$ cat src/rtl/bus_arb_pkg.sv
// bus_arb_pkg: shared types and AXI constants for the cache bus arbiter.
package bus_arb_pkg;
    typedef enum logic [2:0] {IDLE, AR, R, AW, W, B} state_e;
    typedef enum logic {OWN_IC, OWN_DC} owner_e;
    localparam logic [1:0] BURST_INCR = 2'b01;
    localparam logic [1:0] RESP_OKAY  = 2'b00;
endpackage

$ cat src/rtl/axi_beat_counter.sv
// axi_beat_counter: per-burst beat counter with clear, increment and last-beat flag.
module axi_beat_counter #(
    parameter int BEATS = 4,
    parameter int CW    = BEATS > 1 ? $clog2(BEATS) : 1
) (
    input  logic clk,
    input  logic reset,
    input  logic clear,
    input  logic inc,
    output logic last
);
    logic [CW-1:0] count_q, count_d;

    always_comb count_d = clear ? '0 : inc ? count_q + 1'b1 : count_q;

    always_ff @(posedge clk) begin
        if (reset) count_q <= '0;
        else       count_q <= count_d;
    end

    assign last = count_q == CW'(BEATS - 1);
endmodule

$ cat src/rtl/cache_bus_arbiter.sv
// cache_bus_arbiter: shares one AXI4 master between I-cache fills and D-cache fills/write-backs.
// Define ROUND_ROBIN_EN to alternate ties between caches; otherwise the D-cache always wins ties.
module cache_bus_arbiter
    import bus_arb_pkg::*;
#(
    parameter int ID_WIDTH   = 13,
    parameter int ADDR_WIDTH = 64,
    parameter int DATA_WIDTH = 64,
    parameter int BEATS      = 4,
    parameter int IC_ID      = 0,
    parameter int DC_ID      = 1
) (
    input  logic                    clk,
    input  logic                    reset,
    input  logic                    ic_req_valid,
    input  logic [ADDR_WIDTH-1:0]   ic_req_addr,
    output logic                    ic_req_ready,
    output logic [DATA_WIDTH-1:0]   ic_rdata,
    output logic                    ic_rvalid,
    output logic                    ic_done,
    input  logic                    dc_req_valid,
    input  logic                    dc_req_store,
    input  logic [ADDR_WIDTH-1:0]   dc_req_addr,
    output logic                    dc_req_ready,
    input  logic [DATA_WIDTH-1:0]   dc_wdata,
    output logic                    dc_wready,
    output logic [DATA_WIDTH-1:0]   dc_rdata,
    output logic                    dc_rvalid,
    output logic                    dc_done,
    output logic                    resp_err,
    output logic [ID_WIDTH-1:0]     m_axi_awid,
    output logic [ADDR_WIDTH-1:0]   m_axi_awaddr,
    output logic [7:0]              m_axi_awlen,
    output logic [2:0]              m_axi_awsize,
    output logic [1:0]              m_axi_awburst,
    output logic                    m_axi_awlock,
    output logic [3:0]              m_axi_awcache,
    output logic [2:0]              m_axi_awprot,
    output logic                    m_axi_awvalid,
    input  logic                    m_axi_awready,
    output logic [DATA_WIDTH-1:0]   m_axi_wdata,
    output logic [DATA_WIDTH/8-1:0] m_axi_wstrb,
    output logic                    m_axi_wlast,
    output logic                    m_axi_wvalid,
    input  logic                    m_axi_wready,
    input  logic [ID_WIDTH-1:0]     m_axi_bid,
    input  logic [1:0]              m_axi_bresp,
    input  logic                    m_axi_bvalid,
    output logic                    m_axi_bready,
    output logic [ID_WIDTH-1:0]     m_axi_arid,
    output logic [ADDR_WIDTH-1:0]   m_axi_araddr,
    output logic [7:0]              m_axi_arlen,
    output logic [2:0]              m_axi_arsize,
    output logic [1:0]              m_axi_arburst,
    output logic                    m_axi_arlock,
    output logic [3:0]              m_axi_arcache,
    output logic [2:0]              m_axi_arprot,
    output logic                    m_axi_arvalid,
    input  logic                    m_axi_arready,
    input  logic [ID_WIDTH-1:0]     m_axi_rid,
    input  logic [DATA_WIDTH-1:0]   m_axi_rdata,
    input  logic [1:0]              m_axi_rresp,
    input  logic                    m_axi_rlast,
    input  logic                    m_axi_rvalid,
    output logic                    m_axi_rready,
    input  logic                    m_axi_acvalid,
    input  logic [ADDR_WIDTH-1:0]   m_axi_acaddr,
    input  logic [3:0]              m_axi_acsnoop,
    input  logic [2:0]              m_axi_acprot,
    output logic                    m_axi_acready
);
    localparam int OFF = $clog2(BEATS * DATA_WIDTH / 8);
    localparam logic [ADDR_WIDTH-1:0] ALIGN = {ADDR_WIDTH{1'b1}} << OFF;
    localparam logic [7:0] LEN  = 8'(BEATS - 1);
    localparam logic [2:0] SIZE = 3'($clog2(DATA_WIDTH / 8));

    state_e                state_q, state_d;
    owner_e                owner_q, owner_d;
    logic                  store_q, store_d;
    logic                  err_q, err_d;
    logic [ADDR_WIDTH-1:0] addr_q, addr_d;
    logic                  clr, inc, cnt_last, pick_dc;
    logic                  unused_in;

`ifdef ROUND_ROBIN_EN
    owner_e last_q, last_d;

    // Only contested grants move the pointer, so a lone request never steals the next tie.
    assign pick_dc = dc_req_valid & (~ic_req_valid | (last_q == OWN_IC));
    always_comb last_d = (state_q == IDLE && ic_req_valid && dc_req_valid) ? (pick_dc ? OWN_DC : OWN_IC) : last_q;

    always_ff @(posedge clk) begin
        if (reset) last_q <= OWN_IC;
        else       last_q <= last_d;
    end
`else
    assign pick_dc = dc_req_valid;
`endif

    axi_beat_counter #(.BEATS(BEATS)) u_cnt (
        .clk   (clk),
        .reset (reset),
        .clear (clr),
        .inc   (inc),
        .last  (cnt_last)
    );

    always_comb begin
        state_d       = state_q;
        owner_d       = owner_q;
        store_d       = store_q;
        addr_d        = addr_q;
        err_d         = err_q;
        clr           = 1'b0;
        inc           = 1'b0;
        ic_req_ready  = 1'b0;
        dc_req_ready  = 1'b0;
        ic_rvalid     = 1'b0;
        dc_rvalid     = 1'b0;
        ic_done       = 1'b0;
        dc_done       = 1'b0;
        dc_wready     = 1'b0;
        resp_err      = 1'b0;
        m_axi_arvalid = 1'b0;
        m_axi_awvalid = 1'b0;
        m_axi_wvalid  = 1'b0;
        m_axi_wlast   = 1'b0;
        m_axi_rready  = 1'b0;
        m_axi_bready  = 1'b0;
        case (state_q)
            IDLE: begin
                err_d = 1'b0;
                clr   = 1'b1;
                if (pick_dc) begin
                    dc_req_ready = 1'b1;
                    owner_d      = OWN_DC;
                    store_d      = dc_req_store;
                    addr_d       = dc_req_addr & ALIGN;
                    state_d      = dc_req_store ? AW : AR;
                end else if (ic_req_valid) begin
                    ic_req_ready = 1'b1;
                    owner_d      = OWN_IC;
                    store_d      = 1'b0;
                    addr_d       = ic_req_addr & ALIGN;
                    state_d      = AR;
                end
            end
            AR: begin
                m_axi_arvalid = 1'b1;
                if (m_axi_arready) state_d = R;
            end
            R: begin
                // rlast closes the burst; the counter is informational here.
                m_axi_rready = 1'b1;
                inc          = m_axi_rvalid;
                err_d        = err_q | (m_axi_rvalid && m_axi_rresp != RESP_OKAY);
                ic_rvalid    = m_axi_rvalid && owner_q == OWN_IC;
                dc_rvalid    = m_axi_rvalid && owner_q == OWN_DC;
                if (m_axi_rvalid && m_axi_rlast) begin
                    ic_done  = owner_q == OWN_IC;
                    dc_done  = owner_q == OWN_DC;
                    resp_err = err_d;
                    state_d  = IDLE;
                end
            end
            AW: begin
                m_axi_awvalid = 1'b1;
                if (m_axi_awready) state_d = W;
            end
            W: begin
                m_axi_wvalid = store_q;
                m_axi_wlast  = cnt_last;
                dc_wready    = store_q & m_axi_wready;
                inc          = dc_wready;
                if (dc_wready && cnt_last) state_d = B;
            end
            B: begin
                m_axi_bready = 1'b1;
                if (m_axi_bvalid) begin
                    err_d    = err_q | (m_axi_bresp != RESP_OKAY);
                    dc_done  = 1'b1;
                    resp_err = err_d;
                    state_d  = IDLE;
                end
            end
            default: state_d = IDLE;
        endcase
    end

    always_ff @(posedge clk) begin
        if (reset) begin
            state_q <= IDLE;
            owner_q <= OWN_IC;
            store_q <= 1'b0;
            err_q   <= 1'b0;
            addr_q  <= '0;
        end else begin
            state_q <= state_d;
            owner_q <= owner_d;
            store_q <= store_d;
            err_q   <= err_d;
            addr_q  <= addr_d;
        end
    end

    assign ic_rdata      = m_axi_rdata;
    assign dc_rdata      = m_axi_rdata;
    assign m_axi_arid    = owner_q == OWN_DC ? ID_WIDTH'(DC_ID) : ID_WIDTH'(IC_ID);
    assign m_axi_araddr  = addr_q;
    assign m_axi_arlen   = LEN;
    assign m_axi_arsize  = SIZE;
    assign m_axi_arburst = BURST_INCR;
    assign m_axi_arlock  = 1'b0;
    assign m_axi_arcache = 4'd0;
    assign m_axi_arprot  = 3'd0;
    assign m_axi_awid    = ID_WIDTH'(DC_ID);
    assign m_axi_awaddr  = addr_q;
    assign m_axi_awlen   = LEN;
    assign m_axi_awsize  = SIZE;
    assign m_axi_awburst = BURST_INCR;
    assign m_axi_awlock  = 1'b0;
    assign m_axi_awcache = 4'd0;
    assign m_axi_awprot  = 3'd0;
    assign m_axi_wdata   = dc_wdata;
    assign m_axi_wstrb   = '1;
    // Snoops are acknowledged and dropped; the caches are not kept coherent through this port.
    assign m_axi_acready = 1'b1;
    assign unused_in     = ^{m_axi_bid, m_axi_rid, m_axi_acvalid, m_axi_acaddr, m_axi_acsnoop, m_axi_acprot};
endmodule

$ cat config.mk
export PLATFORM = sky130hd
export DESIGN_NAME = cache_bus_arbiter
export DESIGN_NICKNAME = d
export VERILOG_FILES = /design/src/rtl/bus_arb_pkg.sv /design/src/rtl/axi_beat_counter.sv /design/src/rtl/cache_bus_arbiter.sv
export SDC_FILE = /design/constraint.sdc
export NUM_CORES = 1
export LEC_CHECK = 0
export BUFFER_PORTS_ARGS = -buffer_cell sky130_fd_sc_hd__buf_2
export CAP_MARGIN = 20
export CORE_AREA = 2 2 303 305
export CTS_CLUSTER_SIZE = 30
export DETAILED_ROUTE_END_ITERATION = 8
export DIE_AREA = 0 0 305 307
export PLACE_DENSITY = 0.3
export SLEW_MARGIN = 30
export SYNTH_ARGS = -nofsm -noshare
export SYNTH_HDL_FRONTEND = slang
export SYNTH_SLANG_ARGS = --single-unit
$ cat constraint.sdc
create_clock -name clk -period 2.05 [get_ports clk]
set_clock_uncertainty 0.15 [all_clocks]
set_input_delay 0.1025 -clock clk [delete_from_list [all_inputs] [get_ports clk]]
set_output_delay 0.1025 -clock clk [all_outputs]
set_load 0.02 [all_outputs]
# ---- Word level (Yosys, flattened, before mapping)
# Cells that the tools add are included.
dict set report word_totals {
  reg_bits 72
  in_bits 369
}
dict set report op_classes {
  n_addsub 1
  n_eq_ne 12
  mux 41
  bitwise_logic 4
  n_reduce_logical 14
}
# op n
set ops {}
lappend ops {{$mux W64} 2}
lappend ops {{$mux W1} 26}
lappend ops {{$mux W3} 7}
lappend ops {{$pmux W3 S6} 1}
lappend ops {{$ne A2 B2 Y1 const B} 5}
lappend ops {{$eq A3 B2 Y1 const B} 2}
lappend ops {{$eq A3 B3 Y1 const B} 2}
lappend ops {{$pmux W1 S2} 3}
lappend ops {{$reduce_and A6 Y1} 1}
lappend ops {{$reduce_bool A2 Y1} 3}
lappend ops {{$logic_and A1 B1 Y1} 5}
lappend ops {{$reduce_and A2 Y1} 2}
lappend ops {{$eq A3 B1 Y1 const B} 1}
lappend ops {{$logic_not A3 Y1} 1}
lappend ops {{$ne A3 B3 Y1 const B} 1}
lappend ops {{$pmux W1 S3} 1}
lappend ops {{$reduce_bool A3 Y1} 1}
lappend ops {{$add A2 B1 Y2 const B} 1}
lappend ops {{$eq A2 B2 Y1 const B} 1}
lappend ops {{$mux W2} 1}
lappend ops {{$or A1 B1 Y1} 2}
lappend ops {{$reduce_or A2 Y1} 1}
lappend ops {{$and A1 B1 Y1} 1}
lappend ops {{$not A1 Y1} 1}

# ---- Longest topological paths before layout
dict set report depth {
  word_depth 5
  mapped_depth 6
}

# ---- By module
# Synthesis repeated with hierarchy kept, for this count alone.
dict set report hier_totals {
  cells_unflattened 673
  hier_area_um2 5984.5
}
# module n_inst cells_per_inst area_each_um2 seq_area_each_um2
set modules_own_cells {}
lappend modules_own_cells {cache_bus_arbiter 1 666 5893.2 1301.2}
lappend modules_own_cells {axi_beat_counter 1 7 91.3 40.0}

# ---- Worst setup path before layout
# Ideal clock, no wire load.
dict set report synth_path {
  path_kind {reg-to-output}
  start {register state_q[1]}
  end {output port dc_done}
  arrival_ns 1.720
  required_time_ns 1.798
  path_slack_ns 0.078
  stages_incl_launch_ff 5
  n_path_buf 1
  path_cell_list {dfxtp_1 -> buf_2 -> nor3b_2 -> nand3_1 -> o21ai_0}
}
dict set report synth_via {
  elab_chain_cells 2
  word_cells_on_any_way 3
  cone_classes {eq/ne (2); mux (1)}
}
# element line
set synth_lines {}
lappend synth_lines {{start, declared} cache_bus_arbiter.sv:77} ;# state_e state_q, state_d;
lappend synth_lines {{start signal, assigned} cache_bus_arbiter.sv:198} ;# state_q <= state_d;
lappend synth_lines {{$eq A3 B3 Y1 or $eq A3 B2 Y1 (tied branches)} cache_bus_arbiter.sv:130} ;# case (state_q)
lappend synth_lines {{$pmux W1 S2 (*)} cache_bus_arbiter.sv:130}
lappend synth_lines {{end, declared} cache_bus_arbiter.sv:29} ;# output logic dc_done,
# Every way passes the cells marked *; elsewhere a longest branch is shown, timed or not.

# ---- Worst setup path after layout
dict set report layout_path {
  start {input port ic_req_addr[30]}
  end {register addr_q[30], in the netlist m_axi_araddr[30]}
}
dict set report layout_via {
  elab_chain_cells 2
}
# element line
set layout_lines {}
lappend layout_lines {{start, declared} cache_bus_arbiter.sv:16} ;# input logic [ADDR_WIDTH-1:0] ic_req_addr,
lappend layout_lines {{$mux W64} cache_bus_arbiter.sv:140} ;# end else if (ic_req_valid) begin
lappend layout_lines {{$mux W64} cache_bus_arbiter.sv:134} ;# if (pick_dc) begin
lappend layout_lines {{end signal, assigned} cache_bus_arbiter.sv:202} ;# addr_q <= addr_d;
lappend layout_lines {{end, declared} cache_bus_arbiter.sv:81} ;# logic [ADDR_WIDTH-1:0] addr_q, addr_d;
# Every way passes these cells. The select of a mux whose other input is x is not followed.
# A chain may end at the register's enable or synchronous reset.

==> results.md <==
Outcome:
- The flow ran to the end, and the final reports show no timing, DRC or antenna violations.

Cells and area:
- The commonest non-fill, non-tap cell in the layout is buf_2.
- From synthesis to final layout, the design area changed by 41.0%.
- In the layout the commonest cells are buf_2 (259), dlygate4sd3_1 (129), conb_1 (86).
- The final net count is 1200.
- The share of final-layout standard cells stronger than drive strength 1 is 0.449.

Worst setup path:
- The startpoint identified for the worst register-to-register timing path is state_q[1]$_SDFFE_PP0P_.
- STA puts the critical path data arrival time at 2.08 ns.
- The data required time of the critical path is 2.20 ns.
- The standard cell with the maximum stage delay on the critical path is dlygate4sd3_1.
- The family with the most delay on the worst path is buffers and inverters.
- Across all register-to-register paths, the minimum setup slack is 0.16 ns.
- The worst flop-to-flop path endpoint is m_axi_araddr[30]$_SDFFE_PP0P_.
- The critical path goes through dlygate4sd3_1 -> buf_2 -> mux2i_1 -> dlygate4sd3_1 -> a211oi_2 -> dlygate4sd3_1.
- Together, buffers and inverters on the worst path number 4.
- The depth of the most critical reg-to-reg path is 6.
- The critical path in this run is classified as in2reg.
- In this run the worst path has a maximum fanout of 1.
- Counting stages on the worst path, the most repeated cell is dlygate4sd3_1.
- The largest single stage delay on the critical path is 0.57 ns.
- STA classifies the critical path endpoint as a register.
- The worst setup path is launched from an input port.

Hold path:
- The end of the worst hold path is m_axi_wdata[27].
- The number of cells on the worst hold path is 0.
- In this run the worst hold path is classified as in2out.
- The beginning of the worst hold path is dc_wdata[27].

Routing:
- The routed layout has 4565 vias.
- The first detailed-routing pass took 4 iterations.
- The remaining routing DRC violations is 0.
- In the final routed layout, each cell accounts on average for 10.4 um.
- The initial detailed-routing violation count is 106.
- The number of routed nets with antenna violations is 0.
- The average vias per placed instance is 2.26.
- The detailed-route wire length is 21000 um.

STA:
- The number of pins exceeding their max-slew limit in the final report is 0.
- The number of hold-slack violations in the final timing report is 0.
- The total negative slack is 0 ns.
- For this run, the top clock speed supported by timing is 0.519 GHz.
- The clock period minus final worst setup slack is 1.93 ns.
- Setup repair after global routing left no endpoint under its margin.
- The final worst-path cycle share is 0.940.
- The count of final setup violators is 0.
- After layout, the worst setup slack is 0.123 ns.

GRT:
- The number of antenna violations at the first check in global routing is 1.
- The wire length of the first global-routing pass is 28500 um.
- The overall fraction of global-route tracks in use is 0.0441.
- After global routing the overflow that remains totals 0.
- Entering global routing, the biggest net connects 44 pins.
- The via count of the first global-routing pass is 4397.

Synth:
- The Yosys step of the flow raised 0 warnings.
- The cell count after synthesis is 675.
- The total of flip-flops plus latches after synthesis is 67.
- The cell area after synthesis is 5980 um2.
- For this run, the register share of the synthesized area comes to 0.224.
- The average instance in the mapped netlist occupies 8.86 um2.
- The number of different library cells in the post-synthesis netlist is 38.

Place:
- The pre-CTS setup slack is 0.181 ns.
- The number of port buffers is 265.
- Routability-driven placement finished with a final weighted congestion of 0.660.
- The half-perimeter wire length of the detailed placement result is 16400 um.

Die:
- The placeable core region is 90700 um2.
- The floorplan step defined a die boundary enclosing 93600 um2.
- The effective utilization at floorplan is 0.0660.
- The horizontal die dimension is 305 um.
- In this run the count of I/O pins placed on the die edge is 780.
- The die height is 307 um.
- The floorplan has 111 rows.

Power:
- For this design the static power due to leakage is 3.64 nW.
- Dividing total power by cell area gives a power density of 755 nW/um2.
- IR analysis of the VDD net gives a maximum drop of 426 uV.
- The overall power is 6.37 mW.

Clocking:
- TritonCTS created 9 clock buffers.
- No sink is reached through more buffers than the 2 on the longest clock path.
- In this run the number of H-tree levels came out at 3.
- The clock input transition at the sequential cells of the worst setup and hold paths is 0.08 ns.
- The TritonCTS clock tree is built.
- Clock tree synthesis selected as its root buffer the cell clkbuf_16.
- For this design, the sink count on the clock tree is 67.
- The worst-skew pair later-pin latency is 0.40 ns.

Flow run:
- The max-capacitance violation count is 0.
[metal layers]
| metal | wire length, um | share of wire | track usage | vias to the layer above |
|---|---|---|---|---|
| met4 | 1350 | 0.064 | 0.0349 | 0 |
| met2 | 9740 | 0.46 | 0.0685 | 302 |
| met1 | 7380 | 0.35 | 0.0413 | 2036 |
| met5 | 0 | 0 | 0 | - |
| li1 | - | - | - | 2131 |
| met3 | 2520 | 0.12 | 0.0283 | 96 |
[stage by stage]
step                hold slack, ns  std cells    util  cell area [um2]
finish                      0.0550       2022  0.0930             8440
floorplan                    0.113        759       -             6300
global placement            0.0551       1872  0.0742             6730
global route                0.0401       2021  0.0930             8430
CTS                         0.0176       2018  0.0922             8370
detailed placement          0.0551       1872  0.0742             6730
[cells by family (layout without fill, tap and decap cells)]
family,Yosys count,count (layout),synth area share
flops,67,67,0.224
compound gates,74,74,0.133
xor+xnor,1,1,0.00146
other cells,2,87,0.00126
simple gates,98,98,0.0765
mux,62,62,0.104
fa+ha+maj,1,1,0.00209
buf+inv,370,446,0.458
[power by group]
group          internal, mW  switching, mW  total [mW]
Clock                 0.983          0.791        1.77
Sequential             1.55          0.233        1.78
Combinational          1.17           1.64        2.81
[how the worst max path moves through the flow]
stage | start | cells after the start | slack [ns] | end
after floorplan | state_q[1]$_SDFFE_PP0P_ | 4 | 0.08 | dc_done
after global placement | state_q[1]$_SDFFE_PP0P_ | 6 | 0.23 | m_axi_araddr[20]$_SDFFE_PP0P_
after detailed placement | state_q[1]$_SDFFE_PP0P_ | 6 | 0.18 | m_axi_araddr[22]$_SDFFE_PP0P_
after CTS | state_q[2]$_SDFFE_PP0P_ | 5 | 0.005 | ic_rvalid
after global routing | state_q[2]$_SDFFE_PP0P_ | 5 | 0.007 | ic_rvalid
final | ic_req_addr[30] | 6 | 0.12 | m_axi_araddr[30]$_SDFFE_PP0P_
[worst reg2reg max path, stage by stage (launching register included)]
cell and delay [ns]:
dfxtp_4 0.41, nor3_4 0.21, o21a_4 0.15, buf_4 0.12, nor2_1 0.05, a211oi_2 0.18, dlygate4sd3_1 0.56
[final cells by class]
class	instances	area, um2
fillers	10600	82300
repair buffers	428	3030
multi-input cells	322	2260
well taps	1186	1480
flip-flops and latches	67	1350
clock buffers	11	243
clock inverters	5	61.3
inverters	2	7.51
diodes	1	2.50
[Yosys cell counts, drive strengths merged]
cell / count / area (um2)
inv: 2 / 7.51
dfxtp: 67 / 1340
nor3: 4 / 31.3
and3: 4 / 25.0
nor3b: 2 / 20.0
o21ai: 3 / 15.0
o311ai: 1 / 8.76
and4: 1 / 8.76
mux2i: 62 / 621
a22oi: 1 / 7.51
or4: 1 / 7.51
and3b: 1 / 8.76
nand4b: 2 / 17.5
nand2: 4 / 15.0
nand2b: 3 / 18.8
nand3: 5 / 25.0
conb: 2 / 7.51
xnor2: 1 / 8.76
nor2: 66 / 248
a211oi: 59 / 698
nor2b: 2 / 12.5
a311oi: 1 / 8.76
buf: 359 / 2700
a32oi: 1 / 8.76
nand3b: 1 / 7.51
ha: 1 / 12.5
and2: 2 / 12.5
o21a: 2 / 15.0
o22ai: 1 / 6.26
a21oi: 5 / 25.0
clkbuf: 9 / 35.0
[registers in the layout, indices dropped and copies added, names as in the netlist]
signal and cells:
m_axi_araddr 59, state_q 3, u_cnt.count_q 2, err_q 1, store_q 1, owner_q 1
[timing repair]
action,4_1_cts,5_1_grt
buffers inserted,1,3
endpoints found under the setup margin,8,6
endpoints found under the hold margin,65,0
hold buffers,129,0
pin swaps,0,3
resized for setup,9,12
No activity file was read; power rests on OpenSTA's default activity.
